### src/rtl/rcv_fifo_ptrs.sv
// Receive FIFO storage and head/tail pointer management (4 entries, FWFT read).
// Optional occupancy counter port `count` is enabled with macro RCV_FIFO_COUNT_EN.
module rcv_fifo_ptrs #(
   parameter int DATA_WIDTH = 8,
   parameter int SIDE_WIDTH = 2
) (
   input  logic                  clk,
   input  logic                  rst,
   input  logic                  wr_en,
   input  logic [DATA_WIDTH-1:0] wr_data,
   input  logic [SIDE_WIDTH-1:0] wr_side,
   input  logic                  rd_en,
   input  logic                  clr_err,
   output logic [DATA_WIDTH-1:0] rd_data,
   output logic [1:0]            head_ptr,
   output logic [1:0]            tail_ptr,
   output logic                  head_tog,
   output logic                  tail_tog,
   output logic [SIDE_WIDTH-1:0] tail_side,
   output logic                  overflow,
`ifdef RCV_FIFO_COUNT_EN
   output logic [2:0]            count,
`endif
   output logic                  underflow
);

   localparam int EW = DATA_WIDTH + SIDE_WIDTH;

   logic [EW-1:0] mem_q [4];
   logic [1:0]    head_q, head_d, tail_q, tail_d;
   logic          head_tog_q, head_tog_d, tail_tog_q, tail_tog_d;
   logic          ovf_q, ovf_d, unf_q, unf_d;
   logic          empty, full, wr_acc, rd_acc;

   // Pointers equal: the toggle bits tell a full lap apart from no data at all.
   assign empty  = (head_q == tail_q) && (head_tog_q == tail_tog_q);
   assign full   = (head_q == tail_q) && (head_tog_q != tail_tog_q);
   assign wr_acc = wr_en && !full;
   assign rd_acc = rd_en && !empty;

   always_comb begin
      head_d     = head_q;
      head_tog_d = head_tog_q;
      tail_d     = tail_q;
      tail_tog_d = tail_tog_q;
      if (wr_acc) begin
         head_d     = head_q + 2'd1;
         head_tog_d = head_tog_q ^ (head_q == 2'd3);
      end
      if (rd_acc) begin
         tail_d     = tail_q + 2'd1;
         tail_tog_d = tail_tog_q ^ (tail_q == 2'd3);
      end
      // A new error event outranks a clear in the same cycle.
      ovf_d = (clr_err ? 1'b0 : ovf_q) | (wr_en && full);
      unf_d = (clr_err ? 1'b0 : unf_q) | (rd_en && empty);
   end

   always_ff @(posedge clk) begin
      if (wr_acc) begin
         mem_q[head_q] <= {wr_side, wr_data};
      end
   end

   always_ff @(posedge clk) begin
      if (rst) begin
         head_q     <= 2'd0;
         tail_q     <= 2'd0;
         head_tog_q <= 1'b0;
         tail_tog_q <= 1'b0;
         ovf_q      <= 1'b0;
         unf_q      <= 1'b0;
      end else begin
         head_q     <= head_d;
         tail_q     <= tail_d;
         head_tog_q <= head_tog_d;
         tail_tog_q <= tail_tog_d;
         ovf_q      <= ovf_d;
         unf_q      <= unf_d;
      end
   end

`ifdef RCV_FIFO_COUNT_EN
   logic [2:0] count_q, count_d;

   always_comb begin
      count_d = count_q;
      if (wr_acc && !rd_acc) begin
         count_d = count_q + 3'd1;
      end else if (rd_acc && !wr_acc) begin
         count_d = count_q - 3'd1;
      end
   end

   always_ff @(posedge clk) begin
      if (rst) begin
         count_q <= 3'd0;
      end else begin
         count_q <= count_d;
      end
   end

   assign count = count_q;
`endif

   // Empty forces zeros so stale storage never reaches the framing-error decode.
   assign rd_data   = empty ? '0 : mem_q[tail_q][DATA_WIDTH-1:0];
   assign tail_side = empty ? '0 : mem_q[tail_q][EW-1:DATA_WIDTH];
   assign head_ptr  = head_q;
   assign tail_ptr  = tail_q;
   assign head_tog  = head_tog_q;
   assign tail_tog  = tail_tog_q;
   assign overflow  = ovf_q;
   assign underflow = unf_q;

endmodule

### config.mk
export PLATFORM = sky130hd
export DESIGN_NAME = rcv_fifo_ptrs
export DESIGN_NICKNAME = d
export VERILOG_FILES = /design/src/rtl/rcv_fifo_ptrs.sv
export SDC_FILE = /design/constraint.sdc
export NUM_CORES = 1
export LEC_CHECK = 0
export CORE_UTILIZATION = 48
export DETAILED_ROUTE_END_ITERATION = 16
export PLACE_DENSITY = 0.82
export SLEW_MARGIN = 20
export SYNTH_ARGS = -nofsm -noshare
export SYNTH_HDL_FRONTEND = slang
export SYNTH_SLANG_ARGS = --single-unit
### constraint.sdc
create_clock -name clk -period 1.6 [get_ports clk]
set_clock_uncertainty 0.1 [all_clocks]
set_input_delay 0.16 -clock clk [delete_from_list [all_inputs] [get_ports clk]]
set_output_delay 0.16 -clock clk [all_outputs]
set_load 0.01 [all_outputs]
==> flow_metrics.tcl, run 1 <==
set metrics [dict create \
    status "complete, but fails checks" \
    violations_in_the_final_reports "negative setup slack" \
    peakVddDrop_mv 1.06 \
    routed-via-count 1386 \
    critical_path_arrival_ns 1.61 \
    power_internal_w 0.00317 \
    share_seq_of_total_power_pct 37.0 \
    drcViolationCount 0 \
    setup_tns_ns -4.73 \
    design.final.nets 220 \
    synth_to_final_area_change_pct 35.6 \
    p_switching_w 0.00169 \
    yosys_warnings 0 \
    antenna_diodes 0 \
    fin_hold_ws_ns 0.381 \
    power_density_nw_per_um2 1660 \
    rsz0062_at_grt "yes" \
    post-route-cell-area_um2 2920 \
    synth_largest_type_area_fraction_pct 55.7 \
    crit_path_start_kind "register" \
    final-setup-viol-count 46 \
    power.share.switching_pct 34.8 \
    die-area_um2 4760 \
    synthesis_stage_register_bit_count 50 \
    postSynth.asyncResetShare_pct 0 \
    netlist_instances 139 \
    holdBufCountCts 0 \
    clock_period_minus_final_worst_setup_slack_ns 1.87 \
    nFillCells 290 \
    final_cell_count_no_fill 251 \
    die_width_um 69.0 \
    dpl-instance-area_um2 2760 \
    gp_congestion 0.848 \
    die_y_um 69.0 \
    critical_path.max_fanout 10 \
    coreArea_um2 4140 \
    grt_antenna_before_repair 0 \
    max-clock-path-buffers 2 \
    count_of_pins_over_their_slew_limit 0 \
    cts-htree-levels 2 \
    max_freq_mhz 536 \
    register_area_um2 1420 \
    fin_ws_ns -0.266 \
    end_kind "output pin" \
    final_hold_viol_count 0 \
    syn-cell-area_um2 2150 \
    grt_use_total_pct 21.6 \
    tritoncts_clock_tree "built" \
    route.detailed.vias_per_inst 5.52 \
    layout_commonest_cell "sky130_fd_sc_hd__edfxtp_1" \
    worst_hold_path_type "register to register" \
    post_synthesis_cell_type_with_the_largest_combined_area "sky130_fd_sc_hd__edfxtp_1" \
    io_pins 33 \
    routed_wire_length_um 4510 \
    grt_max_degree 16 \
    synth.yosys.seq_area_share_pct 65.0 \
    worstPathRequired_ns 1.34 \
    netlist_top_cells_area "sky130_fd_sc_hd__edfxtp_1 56%, sky130_fd_sc_hd__mux4_2 10%, sky130_fd_sc_hd__dfxtp_1 9.3%" \
    worst_slew_margin_relative_to_its_limit_pct 72.0 \
    cap_viol_max_count 0 \
    clkLatencyLatePin_ns 0.30 \
    cts.clk_slew.worst_paths_ns 0.09 \
    synth_flop_cell "sky130_fd_sc_hd__edfxtp_1" \
    timing_worst_slew_pin_value_ns 0.419 \
    p_leak_nw 1.05 \
    multi_input_comb_area_um2 850 \
    place_worst_setup_slack_ns -0.404 \
    post_synth_num_cell_types 27 \
    avgRoutedWirePerCell_um 18.0 \
    syn_avg_cell_area_um2 15.5 \
    drt_iter0_markers 59 \
    post-route-period-util_pct 117 \
    drt_first_pass_iters 4 \
    floorplan.rows 23 \
    tritoncts.num_buffers 5 \
    clock_network_fraction_of_design_power_pct 15.3 \
    grt_pass1_vias 1365 \
    wire_length_of_the_first_global_routing_pass_um 6860 \
    share_of_total_power_in_combinational_logic_pct 47.6 \
    cts.root.buffer_cell "sky130_fd_sc_hd__clkbuf_8" \
    final_antenna_violating_net_count 0 \
    synth_enable_flop_cells 40 \
    overflow 0 \
    cts_sinks 50 \
    drive_gt1_share_pct 35.8 \
    floorplan.initialDensity_pct 52.0 \
    io_buffers 32 \
    final_cell_mix "40 x sky130_fd_sc_hd__edfxtp_1, 16 x sky130_fd_sc_hd__clkdlybuf4s50_1, 13 x sky130_fd_sc_hd__buf_4" \
    synthesis.nets 159 \
    hpwlAfterDp_um 2970 \
    dpl.cell_count 238 \
    timing_worst_setup_path_type "register to output pin" \
]
-- repair_timing --
item                                    4_1_cts  5_1_grt
resized for setup                            67       12
gates cloned                                  4        0
buffers inserted                              5        0
pin swaps                                     9        3
endpoints found under the setup margin       56       52
-- synth_stat cells (3+ instances only) --
cell	count
sky130_fd_sc_hd__xnor2_1	3
sky130_fd_sc_hd__nand4_1	7
sky130_fd_sc_hd__nor2b_1	12
sky130_fd_sc_hd__nand2_1	3
sky130_fd_sc_hd__ha_1	5
sky130_fd_sc_hd__mux4_2	10
sky130_fd_sc_hd__inv_1	5
sky130_fd_sc_hd__nor3b_1	5
sky130_fd_sc_hd__dfxtp_1	10
sky130_fd_sc_hd__xor2_1	3
sky130_fd_sc_hd__and2_1	4
sky130_fd_sc_hd__nand3_1	6
sky130_fd_sc_hd__edfxtp_1	40
sky130_fd_sc_hd__a21oi_1	4
sky130_fd_sc_hd__o21ai_0	5
-- state kept, by name, summed over array words and instances (netlist names), named ones only --
signal	flops
head_tog	1
tail_ptr	2
overflow	1
underflow	1
head_ptr	2
mem_q	40
tail_tog	1
-- cells by family after synthesis --
| family | share of synthesized area (%) |
|---|---|
| multiplexers | 10.5 |
| flip-flops | 65.0 |
| AO/OA/AOI/OAI | 4.99 |
| AND/OR/NAND/NOR | 12.2 |
| adder cells (fa/ha/maj) | 2.90 |
| XOR/XNOR | 2.44 |
| buffers and inverters | 1.97 |
-- final timing paths --
| kind | start | to | slack (ns) | depth (start not counted) |
|---|---|---|---|---|
| hold reg to reg | underflow | underflow | 0.38 | 2 |
| setup / recovery | register | rd_data[3] | -0.27 | 4 |
| hold / removal | underflow | underflow | 0.38 | 2 |
| setup reg to reg | head_ptr[1] | mem_q[3][3] | -0.09 | 5 |
-- metal layers --
metal | vias up | part of all wire, % | track usage (%)
li1 | 668 | - | -
met1 | 676 | 43 | 25.2
met4 | 0 | 2.7 | 11.2
met2 | 33 | 49 | 36.2
met5 | - | 0 | 0
met3 | 9 | 5.1 | 5.92
-- worst max-delay path, cell delays in order (launching register included) --
cell and delay, ns:
sky130_fd_sc_hd__dfxtp_2 0.35, sky130_fd_sc_hd__buf_12 0.14, sky130_fd_sc_hd__mux4_2 0.51, sky130_fd_sc_hd__nor2b_1 0.15, sky130_fd_sc_hd__buf_2 0.16
-- final cells by class --
class	count	area share, %
Sequential cell	50	48.5
Multi-Input combinational cell	84	29.1
Timing Repair Buffer	54	16.4
Clock buffer	6	2.83
Tap cell	50	2.14
Inverter	5	0.642
Clock inverter	2	0.428
-- power by group through the flow --
stage / clock (W) / sequential (W) / combinational [W]
after global placement: 0 / 0.00178 / 0.00230
after detailed placement: 0 / 0.00179 / 0.00234
after floorplan: 0 / 0.00184 / 0.00108
final: 0.000744 / 0.00180 / 0.00231
after CTS: 0.000767 / 0.00178 / 0.00226
after global routing: 0.000816 / 0.00182 / 0.00251
-- stage by stage --
step | power, W | util, %
finish | 0.00485 | 70.5
global route | 0.00515 | 70.5
CTS | 0.00480 | 69.4
detailed placement | 0.00414 | 66.7
global placement | 0.00407 | 66.7
floorplan | 0.00293 | -
(Power assumes the default switching activity.)
==> inputs of run 2 (changes only) <==
- SKIP_CTS_REPAIR_TIMING: unset -> 1
==> run 2 against run 1 <==
Effect of this change:
- the flow still finishes with violations (negative setup slack)
- count of clock-buffer cells in the layout unchanged
- global-route usage is 2.0 points lower
- sequential share of layout area fell by 0.56 points
- cell count is 1.2% higher
- sequential cell count unchanged
- sequential power hardly changed
- total power up 2.5%
- first-iteration DRC count up 54%
- critical endpoint unchanged
- largest cell class unchanged
- largest power group unchanged
==> flow_metrics.tcl, run 2 (synthesized netlist as in run 1, its figures left out) <==
set metrics [dict create \
    status "complete, but fails checks" \
    violations_in_the_final_reports "negative setup slack" \
    synth_to_final_area_change_pct 36.8 \
    crit_path_start_kind "register" \
    die_y_um 69.0 \
    timing.rr.end "mem_q[0][8]" \
    drt_first_pass_iters 5 \
    ff2ff_path_depth 6 \
    total_power_w 0.00497 \
    worst_slew_margin_relative_to_its_limit_pct 66.8 \
    io_pins 33 \
    hpwlAfterDp_um 2970 \
    registers.top_by_ff_count "mem_q" \
    count_of_pins_over_their_slew_limit 0 \
    final_hold_viol_count 0 \
    floorplan.initialDensity_pct 52.0 \
    max-clock-path-buffers 2 \
    routed-via-count 1470 \
    overflow 0 \
    cap_viol_max_count 0 \
    antenna_diodes 0 \
    crit_path_end "rd_data[3]" \
    wire_length_of_the_first_global_routing_pass_um 6350 \
    clock_period_minus_final_worst_setup_slack_ns 1.90 \
    routed_wire_length_um 4760 \
    drcViolationCount 0 \
    design.final.nets 223 \
    route.detailed.vias_per_inst 5.79 \
    critical_path.max_fanout 5 \
    fin_ws_ns -0.302 \
    worstPathRequired_ns 1.34 \
    layout_commonest_cell "sky130_fd_sc_hd__edfxtp_1" \
    final_antenna_violating_net_count 0 \
    final_cell_mix "40 x sky130_fd_sc_hd__edfxtp_1, 18 x sky130_fd_sc_hd__buf_4, 17 x sky130_fd_sc_hd__clkdlybuf4s50_1" \
    post-route-period-util_pct 119 \
    final-setup-viol-count 51 \
    timing_worst_setup_path_type "register to output pin" \
    worst_hold_path_type "register to register" \
    rsz0062_at_grt "yes" \
    grt_pass1_vias 1309 \
    critical_path.reg2reg.startpoint "head_tog" \
    clkLatencyLatePin_ns 0.30 \
    die-area_um2 4760 \
    grt_use_total_pct 19.6 \
    grt_antenna_before_repair 0 \
    cts.root.buffer_cell "sky130_fd_sc_hd__clkbuf_8" \
    power_density_nw_per_um2 1690 \
    tritoncts.num_buffers 5 \
    avgRoutedWirePerCell_um 18.7 \
    grt_max_degree 16 \
    cts.clk_slew.worst_paths_ns 0.09 \
    worstHoldStart "underflow" \
    gp_congestion 0.848 \
    tritoncts_clock_tree "built" \
    die_width_um 69.0 \
    cts-htree-levels 2 \
    coreArea_um2 4140 \
    fin_hold_ws_ns 0.380 \
    nFillCells 280 \
    cts_sinks 50 \
    max_freq_mhz 526 \
    end_kind "output pin" \
    critical_path_arrival_ns 1.64 \
    drt_iter0_markers 91 \
    floorplan.rows 23 \
    timing_worst_slew_pin_value_ns 0.496 \
    ff2ff_setup_slack_ns -0.18 \
    peakVddDrop_mv 0.960 \
    io_buffers 32 \
    drive_gt1_share_pct 35.8 \
    largest_reg_flops 40 \
    p_leak_nw 1.12 \
]
## run 2: layout make-up
type                    instances  area [um2]  share of cell area (%)
clock buffers                   6        82.6                    2.80
clock inverters                 2        12.5                   0.424
inverters                       5        18.8                   0.637
multi-input cells              84         825                    28.0
flip-flops and latches         50        1410                    47.9
well taps                      50        62.6                    2.12
repair buffers                 57         534                    18.1
## run 2: how the worst min path moves through the flow
stage / end / slack, ns / cells after the start
floorplan: mem_q[0][0] / 0.16 / 0
global route: mem_q[1][2] / 0.41 / 1
global placement: underflow / 0.36 / 2
detailed placement: underflow / 0.36 / 2
finish: underflow / 0.38 / 2
CTS: underflow / 0.38 / 2
## run 2: where the power goes
group          internal, W  switching, W
Clock             0.000348      0.000409
Combinational      0.00121       0.00122
Sequential         0.00169      0.000107
Total              0.00324       0.00173
## run 2: worst max-delay path: stages (launching register included)
cell and delay [ns]:
sky130_fd_sc_hd__dfxtp_4 0.38, sky130_fd_sc_hd__clkbuf_16 0.15, sky130_fd_sc_hd__mux4_2 0.52, sky130_fd_sc_hd__nor2b_4 0.15, sky130_fd_sc_hd__buf_6 0.14
## run 2: metal layers
metal | vias to the layer above | global-route usage [%] | part of all wire [%]
met4 | 0 | 8.42 | 1.4
met5 | - | 0 | 0
met3 | 7 | 4.44 | 6.0
met2 | 65 | 32.9 | 51
li1 | 674 | - | -
met1 | 724 | 24.3 | 41
## run 2: stage by stage
stage / worst slack, ns / instance area (um2) / instances / utilization [%] / TNS, ns
after floorplan: 0.0191 / 2180 / 139 / - / 0
after global placement: -0.335 / 2760 / 238 / 66.7 / -7.03
after detailed placement: -0.404 / 2760 / 238 / 66.7 / -8.72
after CTS: -0.744 / 2860 / 246 / 69.0 / -13.12
after global routing: -0.345 / 2950 / 254 / 71.1 / -9.76
final: -0.302 / 2950 / 254 / 71.1 / -8.19
==> inputs of run 3 (changes only) <==
--- a/config.mk
+++ b/config.mk
@@ -7,5 +7,5 @@
 export LEC_CHECK = 0
-export CORE_UTILIZATION = 48
+export CORE_UTILIZATION = 53
 export DETAILED_ROUTE_END_ITERATION = 16
-export PLACE_DENSITY = 0.82
+export PLACE_DENSITY = 0.86
 export SKIP_CTS_REPAIR_TIMING = 1
==> constraint.sdc (replaced) <==
create_clock -name clk -period 1.78 [get_ports clk]
set_clock_uncertainty 0.1 [all_clocks]
set_input_delay 0.178 -clock clk [delete_from_list [all_inputs] [get_ports clk]]
set_output_delay 0.178 -clock clk [all_outputs]
set_load 0.02 [all_outputs]
==> run 3 against run 2 <==
Effect of this change:
- cell count is 5.1% lower
- worst hold slack worse by 0.0025 ns
- sequential share of layout area is 0.49 points higher
- cell area is 1.5% lower
- core utilization is 5.8 points higher
- count of clock-buffer cells in the layout stayed put
- clock power is 4.0% lower
- first-iteration DRC count is 6.6% higher
- the run still ends with negative setup slack left
- wire length is 8.2% lower
- worst setup slack better by 0.21 ns
- critical path depth stayed put
==> flow_metrics.tcl, run 3 (synthesized netlist as in run 1, its figures left out) <==
set metrics [dict create \
    die_width_um 65.8 \
    worst_slew_margin_relative_to_its_limit_pct 60.3 \
    power_density_nw_per_um2 1730 \
    grt_antenna_before_repair 0 \
    crit_family "multiplexers" \
    status "complete, but fails checks" \
    critical_path_arrival_ns 1.59 \
    cts.root.buffer_cell "sky130_fd_sc_hd__clkbuf_8" \
    post-route-period-util_pct 105 \
    p_leak_nw 1.04 \
    clock_period_minus_final_worst_setup_slack_ns 1.87 \
    coreArea_um2 3770 \
    cap_viol_max_count 0 \
    share_of_total_power_in_combinational_logic_pct 53.9 \
    timing_worst_setup_path_type "register to output pin" \
    die-area_um2 4320 \
    timing.critical_path.cells "buf_12 > mux4_2 > nor2b_1 > clkbuf_2" \
    die_y_um 65.8 \
    cts.clk_slew.worst_paths_ns 0.08 \
    gp_congestion 0.879 \
    route.top_layer_used "met4" \
    tritoncts_clock_tree "built" \
    hpwlAfterDp_um 2990 \
    drt_first_pass_iters 4 \
    nFillCells 199 \
    tritoncts.num_buffers 5 \
    crit_slowest_cell "sky130_fd_sc_hd__mux4_2" \
    post-route-cell-area_um2 2900 \
    final_hold_viol_count 0 \
    clkLatencyLatePin_ns 0.29 \
    wl_met3_um 203 \
    max_freq_mhz 535 \
    max-clock-path-buffers 2 \
    route.detailed.vias_per_inst 5.95 \
    registers.top_by_ff_count "mem_q" \
    antenna_diodes 0 \
    routed_wire_length_um 4370 \
    final_cell_mix "40 x sky130_fd_sc_hd__edfxtp_1, 22 x sky130_fd_sc_hd__clkdlybuf4s50_1, 14 x sky130_fd_sc_hd__buf_4" \
    peakVddDrop_mv 1.00 \
    wire_length_of_the_first_global_routing_pass_um 6610 \
    routed-via-count 1434 \
    end_kind "output pin" \
    drt_iter0_markers 97 \
    dpl-instance-area_um2 2660 \
    dpl.cell_count 231 \
    fin_hold_ws_ns 0.377 \
    met1_length_um 1890 \
    grt_pass1_vias 1399 \
    io_buffers 32 \
    power.share.switching_pct 36.2 \
    clock_network_fraction_of_design_power_pct 14.5 \
    largest_reg_flops 40 \
    drive_gt1_share_pct 32.1 \
    violations_in_the_final_reports "negative setup slack" \
    floorplan.initialDensity_pct 57.1 \
    wl_met2_um 2240 \
    critical_path.n_buffers_inverters 2 \
    p_switching_w 0.00182 \
    floorplan.rows 22 \
    avgRoutedWirePerCell_um 18.1 \
    cts_sinks 50 \
    grt_max_degree 17 \
    power_internal_w 0.00321 \
    cts-htree-levels 2 \
    slowest_delay_ns 0.50 \
    layout_commonest_cell "sky130_fd_sc_hd__edfxtp_1" \
    final_antenna_violating_net_count 0 \
    worstPathRequired_ns 1.50 \
    worst_hold_path_type "register to register" \
    design.final.nets 212 \
    rsz0062_at_grt "yes" \
    synth_to_final_area_change_pct 34.7 \
    overflow 0 \
    drcViolationCount 0 \
    critical_path.max_fanout 5 \
    fin_ws_ns -0.0891 \
    crit_path_start_kind "register" \
    final_cell_count_no_fill 241 \
    count_of_pins_over_their_slew_limit 0 \
    grt_use_total_pct 21.2 \
    share_seq_of_total_power_pct 31.6 \
    final-setup-viol-count 10 \
    timing_worst_slew_pin_value_ns 0.591 \
    io_pins 33 \
]
-- run 3: final timing paths --
path                                 from     endpoint  slack [ns]  cells after the start
worst max-delay path             register   rd_data[3]       -0.09                      4
worst min-delay path            underflow    underflow        0.38                      2
worst max register to register   tail_tog  mem_q[3][7]        0.09                      4
worst min register to register  underflow    underflow        0.38                      2
-- run 3: layout make-up --
cell class | instances | area, um2 | share of cell area (%)
clock buffers | 6 | 93.8 | 3.23
clock inverters | 2 | 13.8 | 0.474
inverters | 5 | 18.8 | 0.647
multi-input cells | 80 | 801 | 27.6
flip-flops and latches | 50 | 1410 | 48.4
well taps | 48 | 60.1 | 2.07
repair buffers | 50 | 510 | 17.6
-- run 3: per-layer routing --
layer  vias to the layer above  GRT usage (%)
li1                        649              -
met2                        62           38.3
met3                         6           5.38
met5                         -              0
met1                       717           25.1
met4                         0           4.89
-- run 3: through the flow --
stage / TNS (ns) / worst slack, ns / total power (W) / utilization, %
after floorplan: 0 / 0.0139 / 0.00279 / -
after global placement: -2.21 / -0.228 / 0.00372 / 70.6
after detailed placement: -3.91 / -0.368 / 0.00381 / 70.6
after CTS: -6.94 / -0.667 / 0.00452 / 73.4
after global routing: -1.28 / -0.148 / 0.00525 / 77.0
final: -0.671 / -0.0891 / 0.00503 / 77.0
-- run 3: power groups by stage --
stage          clock network, W  registers (W)  logic [W]
2_1_floorplan                 0        0.00169    0.00110
4_1_cts                0.000736        0.00158    0.00221
6_report               0.000727        0.00159    0.00271
5_1_grt                0.000775        0.00161    0.00287
3_3_place_gp                  0        0.00159    0.00213
3_5_place_dp                  0        0.00160    0.00221
-- run 3: worst register-to-register path: cells and delay by family, from the launching register on --
family                    cells  cell delay [ns]
DFF                           1             0.35
buffers and inverters         1             0.18
and+or+nand+nor               1             0.29
xor gates and xnor gates      1             0.21
AOI/OAI and AO/OA             1             0.26
